## config.mk

```make
export PLATFORM = sky130hd
export DESIGN_NAME = pong_frame_renderer_flat
export DESIGN_NICKNAME = d
export VERILOG_FILES = /design/src/rtl/pong_frame_renderer_if.sv /design/src/rtl/pong_frame_renderer.sv /design/src/flat_wrapper.sv
export SDC_FILE = /design/constraint.sdc
export NUM_CORES = 1
export LEC_CHECK = 0
export ABC_CLOCK_PERIOD_IN_PS = 5500
export CORE_ASPECT_RATIO = 1.75
export CORE_MARGIN = 4
export CORE_UTILIZATION = 57
export CTS_BUF_LIST = sky130_fd_sc_hd__clkbuf_4 sky130_fd_sc_hd__clkbuf_8 sky130_fd_sc_hd__clkbuf_16
export DETAILED_ROUTE_END_ITERATION = 7
export GPL_ROUTABILITY_DRIVEN = 0
export GPL_TIMING_DRIVEN = 0
export PLACE_DENSITY = 0.88
export SLEW_MARGIN = 20
export SYNTH_ARGS = -nofsm -noshare
export SYNTH_HDL_FRONTEND = slang
export SYNTH_SLANG_ARGS = --single-unit
```

## constraint.sdc

```tcl
create_clock -name clock -period 5.5 [get_ports clock]
set_input_delay 1.1 -clock clock [delete_from_list [all_inputs] [get_ports clock]]
set_output_delay 1.1 -clock clock [all_outputs]
set_load 0.02 [all_outputs]
```

## src/rtl/pong_frame_renderer_if.sv

```systemverilog
// Bundle between the CRT timing controller / button block (master) and the Pong renderer (slave).
interface pong_frame_renderer_if;
   logic [9:0] xpos;
   logic [9:0] ypos;
   logic       hsync_in;
   logic       vsync_in;
   logic       p1_up;
   logic       p1_down;
   logic       p2_up;
   logic       p2_down;
   logic [7:0] rgb;
   logic       hsync;
   logic       vsync;
   logic [3:0] score1;
   logic [3:0] score2;
   logic       game_over;

   modport master (
      output xpos, ypos, hsync_in, vsync_in, p1_up, p1_down, p2_up, p2_down,
      input  rgb, hsync, vsync, score1, score2, game_over
   );

   modport slave (
      input  xpos, ypos, hsync_in, vsync_in, p1_up, p1_down, p2_up, p2_down,
      output rgb, hsync, vsync, score1, score2, game_over
   );
endinterface

```

## src/rtl/pong_frame_renderer.sv

```systemverilog
// Pong game state (updated once per frame) plus a one-clock registered pixel generator.
// Define PONG_AUTO_PADDLE_EN to make paddle 2 track the ball instead of following the p2 buttons.
module pong_frame_renderer #(
   parameter int XRES         = 640,
   parameter int YRES         = 480,
   parameter int BALL         = 8,
   parameter int PAD_H        = 64,
   parameter int PAD_SPD      = 4,
   parameter int BALL_SPD     = 2,
   parameter int SERVE_FRAMES = 60
) (
   input logic                  clock,
   input logic                  reset,
   pong_frame_renderer_if.slave bus
);

   localparam int CW = (SERVE_FRAMES > 1) ? $clog2(SERVE_FRAMES) : 1;

   localparam logic signed [10:0] XRES_S   = 11'(XRES);
   localparam logic signed [10:0] YRES_S   = 11'(YRES);
   localparam logic signed [10:0] BALL_S   = 11'(BALL);
   localparam logic signed [10:0] PADH_S   = 11'(PAD_H);
   localparam logic signed [10:0] PSPD_S   = 11'(PAD_SPD);
   localparam logic signed [10:0] BSPD_S   = 11'(BALL_SPD);
   localparam logic signed [10:0] BXMAX_S  = 11'(XRES - BALL);
   localparam logic signed [10:0] BYMAX_S  = 11'(YRES - BALL);
   localparam logic signed [10:0] PMAX_S   = 11'(YRES - PAD_H);
   localparam logic signed [10:0] PINIT_S  = 11'((YRES - PAD_H) / 2);
   localparam logic signed [10:0] SX_S     = 11'(XRES / 2 - BALL / 2);
   localparam logic signed [10:0] SY_S     = 11'(YRES / 2 - BALL / 2);
   localparam logic signed [10:0] LPADX0_S = 11'(16);
   localparam logic signed [10:0] LPADX1_S = 11'(23);
   localparam logic signed [10:0] RPADX0_S = 11'(XRES - 24);
   localparam logic signed [10:0] RPADX1_S = 11'(XRES - 17);
   localparam logic signed [10:0] LFACE_S  = 11'(24);
   localparam logic signed [10:0] RHIT_S   = 11'(XRES - 24 - BALL);
   localparam logic signed [10:0] CL0_S    = 11'(XRES / 2 - 1);
   localparam logic signed [10:0] CL1_S    = 11'(XRES / 2);

   typedef enum logic [1:0] {SERVE, PLAY, POINT, GAMEOVER} state_t;

   state_t          state, state_next;
   logic [CW-1:0]   counter, counter_next;
   logic [9:0]      bx, by, bx_next, by_next;
   logic            dx, dy, dx_next, dy_next;
   logic [9:0]      pad1, pad2, pad1_next, pad2_next;
   logic [3:0]      score1, score2, score1_next, score2_next, new_score;
   logic            vs_prev, frame_tick;
   logic [7:0]      rgb, pixel;
   logic            hsync, vsync;
   logic signed [10:0] bxs, bys, p1s, p2s, xs, ys, bx_step, by_step;
   logic            ov1, ov2, hit1, hit2, miss;
   logic            in_act, on_ball, on_pad, on_line;

   function automatic logic [9:0] pad_step(input logic [9:0] top, input logic up, input logic down);
      logic signed [10:0] t;
      t = {1'b0, top};
      if (up && !down)
         t = t - PSPD_S;
      else if (down && !up)
         t = t + PSPD_S;
      if (t < 11'sd0)
         t = 11'sd0;
      else if (t > PMAX_S)
         t = PMAX_S;
      return t[9:0];
   endfunction

   assign frame_tick = vs_prev & ~bus.vsync_in;
   assign bxs = {1'b0, bx};
   assign bys = {1'b0, by};
   assign p1s = {1'b0, pad1};
   assign p2s = {1'b0, pad2};

   // Miss keeps dx untouched, so in POINT dx names the scorer and already points at the conceder.
   always_comb begin
      state_next   = state;
      counter_next = counter;
      bx_next      = bx;
      by_next      = by;
      dx_next      = dx;
      dy_next      = dy;
      score1_next  = score1;
      score2_next  = score2;
      ov1       = (bys + BALL_S > p1s) && (bys < p1s + PADH_S);
      ov2       = (bys + BALL_S > p2s) && (bys < p2s + PADH_S);
      hit1      = !dx && (bxs >= LFACE_S) && (bxs - BSPD_S < LFACE_S) && ov1;
      hit2      = dx && (bxs + BALL_S <= RPADX0_S) && (bxs + BALL_S + BSPD_S > RPADX0_S) && ov2;
      miss      = dx ? (bxs > BXMAX_S - BSPD_S) : (bxs < BSPD_S);
      bx_step   = dx ? bxs + BSPD_S : bxs - BSPD_S;
      by_step   = dy ? bys + BSPD_S : bys - BSPD_S;
      new_score = dx ? score1 + 4'd1 : score2 + 4'd1;
      case (state)
         SERVE: begin
            bx_next = SX_S[9:0];
            by_next = SY_S[9:0];
            if (counter == CW'(SERVE_FRAMES - 1)) begin
               state_next   = PLAY;
               counter_next = '0;
            end else begin
               counter_next = counter + 1'b1;
            end
         end
         PLAY: begin
            if (!dy && bys < BSPD_S) begin
               by_next = '0;
               dy_next = 1'b1;
            end else if (dy && bys > BYMAX_S - BSPD_S) begin
               by_next = BYMAX_S[9:0];
               dy_next = 1'b0;
            end else begin
               by_next = by_step[9:0];
            end
            if (hit1) begin
               bx_next = LFACE_S[9:0];
               dx_next = 1'b1;
            end else if (hit2) begin
               bx_next = RHIT_S[9:0];
               dx_next = 1'b0;
            end else if (miss) begin
               state_next = POINT;
            end else begin
               bx_next = bx_step[9:0];
            end
         end
         POINT: begin
            counter_next = '0;
            bx_next      = SX_S[9:0];
            by_next      = SY_S[9:0];
            if (dx)
               score1_next = new_score;
            else
               score2_next = new_score;
            state_next = (new_score == 4'd9) ? GAMEOVER : SERVE;
         end
         default: begin
         end
      endcase
   end

`ifdef PONG_AUTO_PADDLE_EN
   logic signed [10:0] track_diff;
   always_comb begin
      track_diff = (bys + 11'(BALL / 2)) - (p2s + 11'(PAD_H / 2));
      pad1_next  = pad_step(pad1, bus.p1_up, bus.p1_down);
      pad2_next  = pad_step(pad2, track_diff < -PSPD_S, track_diff > PSPD_S);
   end
`else
   always_comb begin
      pad1_next = pad_step(pad1, bus.p1_up, bus.p1_down);
      pad2_next = pad_step(pad2, bus.p2_up, bus.p2_down);
   end
`endif

   always_ff @(posedge clock) begin
      if (!reset) begin
         state   <= SERVE;
         counter <= '0;
         bx      <= SX_S[9:0];
         by      <= SY_S[9:0];
         dx      <= 1'b1;
         dy      <= 1'b1;
         pad1    <= PINIT_S[9:0];
         pad2    <= PINIT_S[9:0];
         score1  <= '0;
         score2  <= '0;
      end else if (frame_tick) begin
         state   <= state_next;
         counter <= counter_next;
         bx      <= bx_next;
         by      <= by_next;
         dx      <= dx_next;
         dy      <= dy_next;
         pad1    <= pad1_next;
         pad2    <= pad2_next;
         score1  <= score1_next;
         score2  <= score2_next;
      end
   end

   // Ball beats paddle beats centre line; the ball vanishes once the game is over.
   always_comb begin
      xs      = {1'b0, bus.xpos};
      ys      = {1'b0, bus.ypos};
      in_act  = (xs < XRES_S) && (ys < YRES_S);
      on_ball = (state != GAMEOVER) && (xs >= bxs) && (xs < bxs + BALL_S) &&
                (ys >= bys) && (ys < bys + BALL_S);
      on_pad  = ((xs >= LPADX0_S) && (xs <= LPADX1_S) && (ys >= p1s) && (ys < p1s + PADH_S)) ||
                ((xs >= RPADX0_S) && (xs <= RPADX1_S) && (ys >= p2s) && (ys < p2s + PADH_S));
      on_line = ((xs == CL0_S) || (xs == CL1_S)) && !bus.ypos[4];
      pixel   = 8'h00;
      if (in_act) begin
         if (on_ball)
            pixel = 8'hFF;
         else if (on_pad)
            pixel = 8'h1C;
         else if (on_line)
            pixel = 8'h92;
      end
   end

   always_ff @(posedge clock) begin
      if (!reset) begin
         rgb     <= 8'h00;
         hsync   <= 1'b1;
         vsync   <= 1'b1;
         vs_prev <= 1'b1;
      end else begin
         rgb     <= pixel;
         hsync   <= bus.hsync_in;
         vsync   <= bus.vsync_in;
         vs_prev <= bus.vsync_in;
      end
   end

   assign bus.rgb       = rgb;
   assign bus.hsync     = hsync;
   assign bus.vsync     = vsync;
   assign bus.score1    = score1;
   assign bus.score2    = score2;
   assign bus.game_over = (state == GAMEOVER);

endmodule

```

## src/flat_wrapper.sv

```systemverilog
// flat-port wrapper written by rule: the top's interface ports become plain ports
module pong_frame_renderer_flat 
#(
   parameter int XRES         = 640,
   parameter int YRES         = 480,
   parameter int BALL         = 8,
   parameter int PAD_H        = 64,
   parameter int PAD_SPD      = 4,
   parameter int BALL_SPD     = 2,
   parameter int SERVE_FRAMES = 60
)
  (clock, reset, bus_xpos, bus_ypos, bus_hsync_in, bus_vsync_in, bus_p1_up, bus_p1_down, bus_p2_up, bus_p2_down, bus_rgb, bus_hsync, bus_vsync, bus_score1, bus_score2, bus_game_over);
  pong_frame_renderer_if bus_i ();
  input logic clock;
  input logic reset;
  input wire logic [$bits(bus_i.xpos)-1:0] bus_xpos;
  input wire logic [$bits(bus_i.ypos)-1:0] bus_ypos;
  input wire logic [$bits(bus_i.hsync_in)-1:0] bus_hsync_in;
  input wire logic [$bits(bus_i.vsync_in)-1:0] bus_vsync_in;
  input wire logic [$bits(bus_i.p1_up)-1:0] bus_p1_up;
  input wire logic [$bits(bus_i.p1_down)-1:0] bus_p1_down;
  input wire logic [$bits(bus_i.p2_up)-1:0] bus_p2_up;
  input wire logic [$bits(bus_i.p2_down)-1:0] bus_p2_down;
  output wire logic [$bits(bus_i.rgb)-1:0] bus_rgb;
  output wire logic [$bits(bus_i.hsync)-1:0] bus_hsync;
  output wire logic [$bits(bus_i.vsync)-1:0] bus_vsync;
  output wire logic [$bits(bus_i.score1)-1:0] bus_score1;
  output wire logic [$bits(bus_i.score2)-1:0] bus_score2;
  output wire logic [$bits(bus_i.game_over)-1:0] bus_game_over;
  assign bus_i.xpos = bus_xpos;
  assign bus_i.ypos = bus_ypos;
  assign bus_i.hsync_in = bus_hsync_in;
  assign bus_i.vsync_in = bus_vsync_in;
  assign bus_i.p1_up = bus_p1_up;
  assign bus_i.p1_down = bus_p1_down;
  assign bus_i.p2_up = bus_p2_up;
  assign bus_i.p2_down = bus_p2_down;
  assign bus_rgb = bus_i.rgb;
  assign bus_hsync = bus_i.hsync;
  assign bus_vsync = bus_i.vsync;
  assign bus_score1 = bus_i.score1;
  assign bus_score2 = bus_i.score2;
  assign bus_game_over = bus_i.game_over;
  pong_frame_renderer #(.XRES(XRES), .YRES(YRES), .BALL(BALL), .PAD_H(PAD_H), .PAD_SPD(PAD_SPD), .BALL_SPD(BALL_SPD), .SERVE_FRAMES(SERVE_FRAMES)) u_core (.clock(clock), .reset(reset), .bus(bus_i));
endmodule
```

# Yosys cells after proc, flatten, opt, wreduce, memory -nomap -nowiden
# Cells that the tools add are included.
# word_totals
wordCells,160
output_inout_bits,19
register_bits,68
inputBits,28
# op_classes
n_bitwise,3
addsub,16
magnitude_cmp,30
n_mux,34
n_reduce_logical,51
n_eq_ne,13
# op_table
operator,n
10-bit 2-to-1 mux,11
11-bit < comparator,6
11-bit 2-to-1 mux,4
10-bit >= comparator,4
10-bit one-hot mux with 2 select lines,2
1-bit logical AND,26
8-bit 2-to-1 mux,3
10-bit by 3-bit adder with 11-bit output (second input constant),2
10-bit by 4-bit adder with 11-bit output (second input constant),2
10-bit by 7-bit adder with 11-bit output (second input constant),2
11-bit by 10-bit > comparator with 1-bit output (second input constant),2
11-bit > comparator,2
11-bit by 1-bit < comparator with 1-bit output (second input constant),2
10-bit by 3-bit subtractor with 11-bit output (second input constant),2
10-bit by 2-bit adder with 10-bit output (second input constant),2
10-bit == test (second input constant),2
10-bit by 5-bit >= comparator with 1-bit output (second input constant),2
10-bit by 2-bit < comparator with 1-bit output (second input constant),2
3-bit AND reduction,5
6-bit one-hot mux with 2 select lines,1
11-bit by 3-bit adder with 11-bit output (second input constant),1
11-bit > comparator (second input constant),1
11-bit less-or-equal comparator (second input constant),1
11-bit by 6-bit < comparator with 1-bit output (second input constant),1
other kinds (33),59

# Logic depth before layout (Yosys ltp)
# logic_depth
ltp_word,8
mapped_depth,15
ltp_nobuf,13

# Least setup slack after synthesis
# No wires, ideal clock.
# synth_path
kind,reg-to-reg
startpoint,reg u_core.by[7]
endpoint,reg u_core.bx[9]
setup_time_ns,0.138
path_stages_with_launch,14
arrival_time_ns,3.171
n_path_buf,1
setup_slack_ns,2.191
period_less_slack_ns,3.309
required_ns,5.362
cell_sequence,dfxtp_1 > clkbuf_1 > inv_1 > nor4_1 > nand2_1 > xnor2_1 > ha_1 > and4_1 > a22oi_1 > o21a_1 > nor4_1 > nor2_1 > o21ai_2 > o221ai_1
# synth_between
elab_chain_len,7
elab_cells_between_ends,14
cone_classes,add/sub (1); order compare (4); eq/ne (1); mux (3); reduce/logical (5)
# synth_lines
element,line,rtl
from (decl),pong_frame_renderer.sv:44,"logic [9:0] bx, by, bx_next, by_next;"
from (signal assigned),pong_frame_renderer.sv:160,by <= SY_S[9:0];
from (signal assigned),pong_frame_renderer.sv:171,by <= by_next;
10-bit by 4-bit adder with 11-bit output,"pong_frame_renderer.sv:85, pong_frame_renderer.sv:86",
11-bit > comparator,pong_frame_renderer.sv:86,ov2 = (bys + BALL_S > p2s) && (bys < p2s + PADH_S);
1-bit logical AND,pong_frame_renderer.sv:86,
1-bit logical AND,pong_frame_renderer.sv:88,hit2 = dx && (bxs + BALL_S <= RPADX0_S) && (bxs + BALL_S + BSPD_S > RPADX0_S) && ov2;
10-bit 2-to-1 mux,pong_frame_renderer.sv:117,end else if (hit2) begin
10-bit 2-to-1 mux,pong_frame_renderer.sv:114,if (hit1) begin
10-bit one-hot mux with 2 select lines,pong_frame_renderer.sv:93,case (state)
to (signal assigned),pong_frame_renderer.sv:159,bx <= SX_S[9:0];
to (signal assigned),pong_frame_renderer.sv:170,bx <= bx_next;
to (decl),pong_frame_renderer.sv:44,
# Parallel ways exist; a longest one is shown, timed or not.
# A chain may end at the register's enable or synchronous reset.

# Final worst setup path
# Ends and elaborated chain as after synthesis.

==> results.md <==
* Yosys warnings at 0
* Post-Syn Nets at 952
* Rows at 51
* Sequential fraction of the synthesis area at 0.180
* Area occupied by multi-input gates at 0.00491 mm2
* Worst Path Max Fanout at 8
* Most used DFF post-synth: dfxtp_1
* Worst-Margin Slew at 782 ps
* Vias per cell at 6.64
* Final Critical Period at 4170 ps
* Tcrit/Tclk final at 0.757
* Final Hold Viols at 0
* CTS tree: done
* Final ANT Viol Nets at 0
* Setup CP Type: reg -> reg
* Syn avg cell area at 7.96 um2
* Initial Util at 0.581
* Setup TNS at 0 ps
* Setup bufs post-CTS at 0
* Seq. cell area at 0.00116 mm2
* Max H-tree Level at 3
* Commonest non-fill, non-tap cell in the layout: ha_1
* Share of the synthesized area in the top cell type at 0.221
* Hold path startpoint: u_core.counter[5]$_SDFFE_PN0P_
* RSZ-0062 raised after global routing: false
* Total of max-cap violations at 0
* Area after DPL at 0.00706 mm2
* Largest net degree at the start of global routing at 11
* Final #Nets at 1008
* Setup crit end kind: flip-flop
* CTS Buf Count at 9
* Antenna Cells at 0
* Cell count after synthesis at 810
* VDD IR max at 0.000148 V
* Resized cells post-CTS at 0
* Number of port buffers at 45
* Drt pass-1 iters at 6
* Status: finished clean
* FF+latch count, synth at 58
* Layout area overhead at 14.7%
* Final WL at 19900 um
* Root Buffer: clkbuf_16
* Total track usage at 0.308
* Netlist Area Pre-Place at 0.00645 mm2
* Ys async rst share at 0
* Vias in the first global route at 6649
* Slew Viols, Final at 0
* Via count at 6660
* Setup violators final at 0
* Min-delay worst type: reg -> reg
* Detailed Place HPWL at 15100 um
* Remaining DRCs at 0
* Setup crit start kind: flip-flop
* Leakage at 3.11 nW
* Worst endpoint data arrival time at 4350 ps
* Gr ovfl total at 0
* Layout cells sized above 1 at 0.0574
* First-pass GRT wire length at 32000 um
* Req. time, crit path at 5690 ps
* Slew headroom at 0.471
* Die height at 149 um
* CTS Sinks at 58
* Post-Layout Inst Area at 0.00739 mm2
* CP startpoint: u_core.by[7]$_SDFFE_PN1P_
* Worst-Skew Late Latency at 340 ps
* CTS Hold Bufs at 0
* Power per standard cell area at 175 mW/mm2
* Fillcell total at 929
* Die area at 0.0131 mm2
* Most frequent cells in the layout: ha_1 (114), inv_1 (63), dfxtp_1 (58)
* Worst-path clk slew at 60 ps
* Post-synth cell types at 79
* Post-synth EDFFs at 0
* Clk buf depth at 2
* Die X at 88.4 um
* Number of DRC markers in iteration 0 at 415
* Antenna violations before repair at 0
* Detailed-route wire length per cell at 19.9 um
* Final Util at 0.666
* Core box area at 0.0111 mm2
* Maximum clock frequency at 240 MHz
* Synth area leader: ha_1
* Ports at 47
* Synth top area cells: ha_1 (22%), dfxtp_1 (18%), xnor2_1 (4.2%), a21oi_1 (3.7%), inv_1 (3.7%)
* Worst R2R Start: u_core.by[7]$_SDFFE_PN1P_
* Worst Skew at 10.7 ps
[worst max-delay path, cell delays in order (launching register included)]
cell      delay, ps
dfxtp_1         420
clkbuf_1        370
inv_1           180
nor4_1          420
nand2_1         140
xnor2_1         360
ha_1            320
inv_1            60
nor4_1           60
nor3_1          150
o21ai_0         120
nor4b_2         620
a311oi_2        240
o21ai_2         350
o221ai_1        190
[area by class of cell]
class                           count  area share
Buffer                             29      0.0198
Clock buffer                       11      0.0333
Clock inverter                      5      0.0105
Inverter                           64      0.0325
Multi-Input combinational cell    659       0.664
Sequential cell                    58       0.157
Tap cell                          132      0.0223
Timing Repair Buffer               45      0.0609
[Yosys cell counts, drive strengths merged (4+ instances only)]
master,count
mux2i,12
nand3b,6
o211ai,17
a21oi,48
xor2,8
or2,8
ha,114
or3,6
nand2b,10
nand2,53
o221a,5
nor2b,16
a22oi,4
and3,5
a21o,8
dfxtp,58
nand4,16
o31ai,4
o311ai,4
a311oi,5
nor3,25
a211oi,9
o22ai,9
nor2,45
buf,11
nand3,31
a21boi,6
o21ai,45
nor4,14
o221ai,6
inv,64
a31oi,12
and2,10
o21a,11
xnor2,33
clkbuf,18
[kinds of logic (layout without fill, tap and decap cells)]
| group | after synthesis | after routing | synth area share |
|---|---|---|---|
| adder cells (fa/ha/maj) | 114 | 114 | 0.221 |
| XOR/XNOR | 41 | 41 | 0.0580 |
| flip-flops | 58 | 58 | 0.180 |
| AO/OA/AOI/OAI | 228 | 228 | 0.243 |
| AND/OR/NAND/NOR | 263 | 263 | 0.217 |
| multiplexers | 13 | 13 | 0.0204 |
| buffers and inverters | 93 | 154 | 0.0600 |
[state kept, by name (all words and copies together) (netlist names), 2 cells and up]
signal             cells
u_core.pad2            8
u_core.state           2
u_core.bus.score2      4
u_core.bus.score1      4
u_core.pad1            8
u_core.by              9
u_core.counter         6
u_core.bus.rgb         4
u_core.bx              9
[stage by stage]
stage	setup slack (ps)	hold WS, ps	total power, W	instances
3_5_place_dp	1240	493	0.000672	987
4_1_cts	1140	498	0.00129	1003
3_3_place_gp	1260	475	0.000663	987
6_report	1330	496	0.00129	1003
2_1_floorplan	2190	458	0.000592	810
5_1_grt	951	538	0.00134	1003
[metal layers]
metal / vias to the layer above / GRT usage / part of all wire / routed length [um]
li1: 3124 / - / - / -
met1: 3084 / 0.303 / 0.34 / 6750
met2: 321 / 0.543 / 0.52 / 10300
met3: 131 / 0.0488 / 0.059 / 1170
met4: 0 / 0.256 / 0.085 / 1690
met5: - / 0 / 0 / 0
[final timing paths]
kind                            slack [ps]                             end  cells past startpoint
worst max register to register        1330       u_core.bx[9]$_SDFFE_PN0P_                     14
worst min register to register         500  u_core.counter[5]$_SDFFE_PN0P_                      2
worst min-delay path                   500  u_core.counter[5]$_SDFFE_PN0P_                      2
worst max-delay path                  1330       u_core.bx[9]$_SDFFE_PN0P_                     14
[report_power, final]
part / internal, W / leakage, nW / switching (W)
Sequential: 0.000429 / 0.471 / 0.0000115
Clock: 0.000412 / 0.159 / 0.000208
Combinational: 0.0000998 / 2.48 / 0.000131
Power figures use the tool's default switching activity.
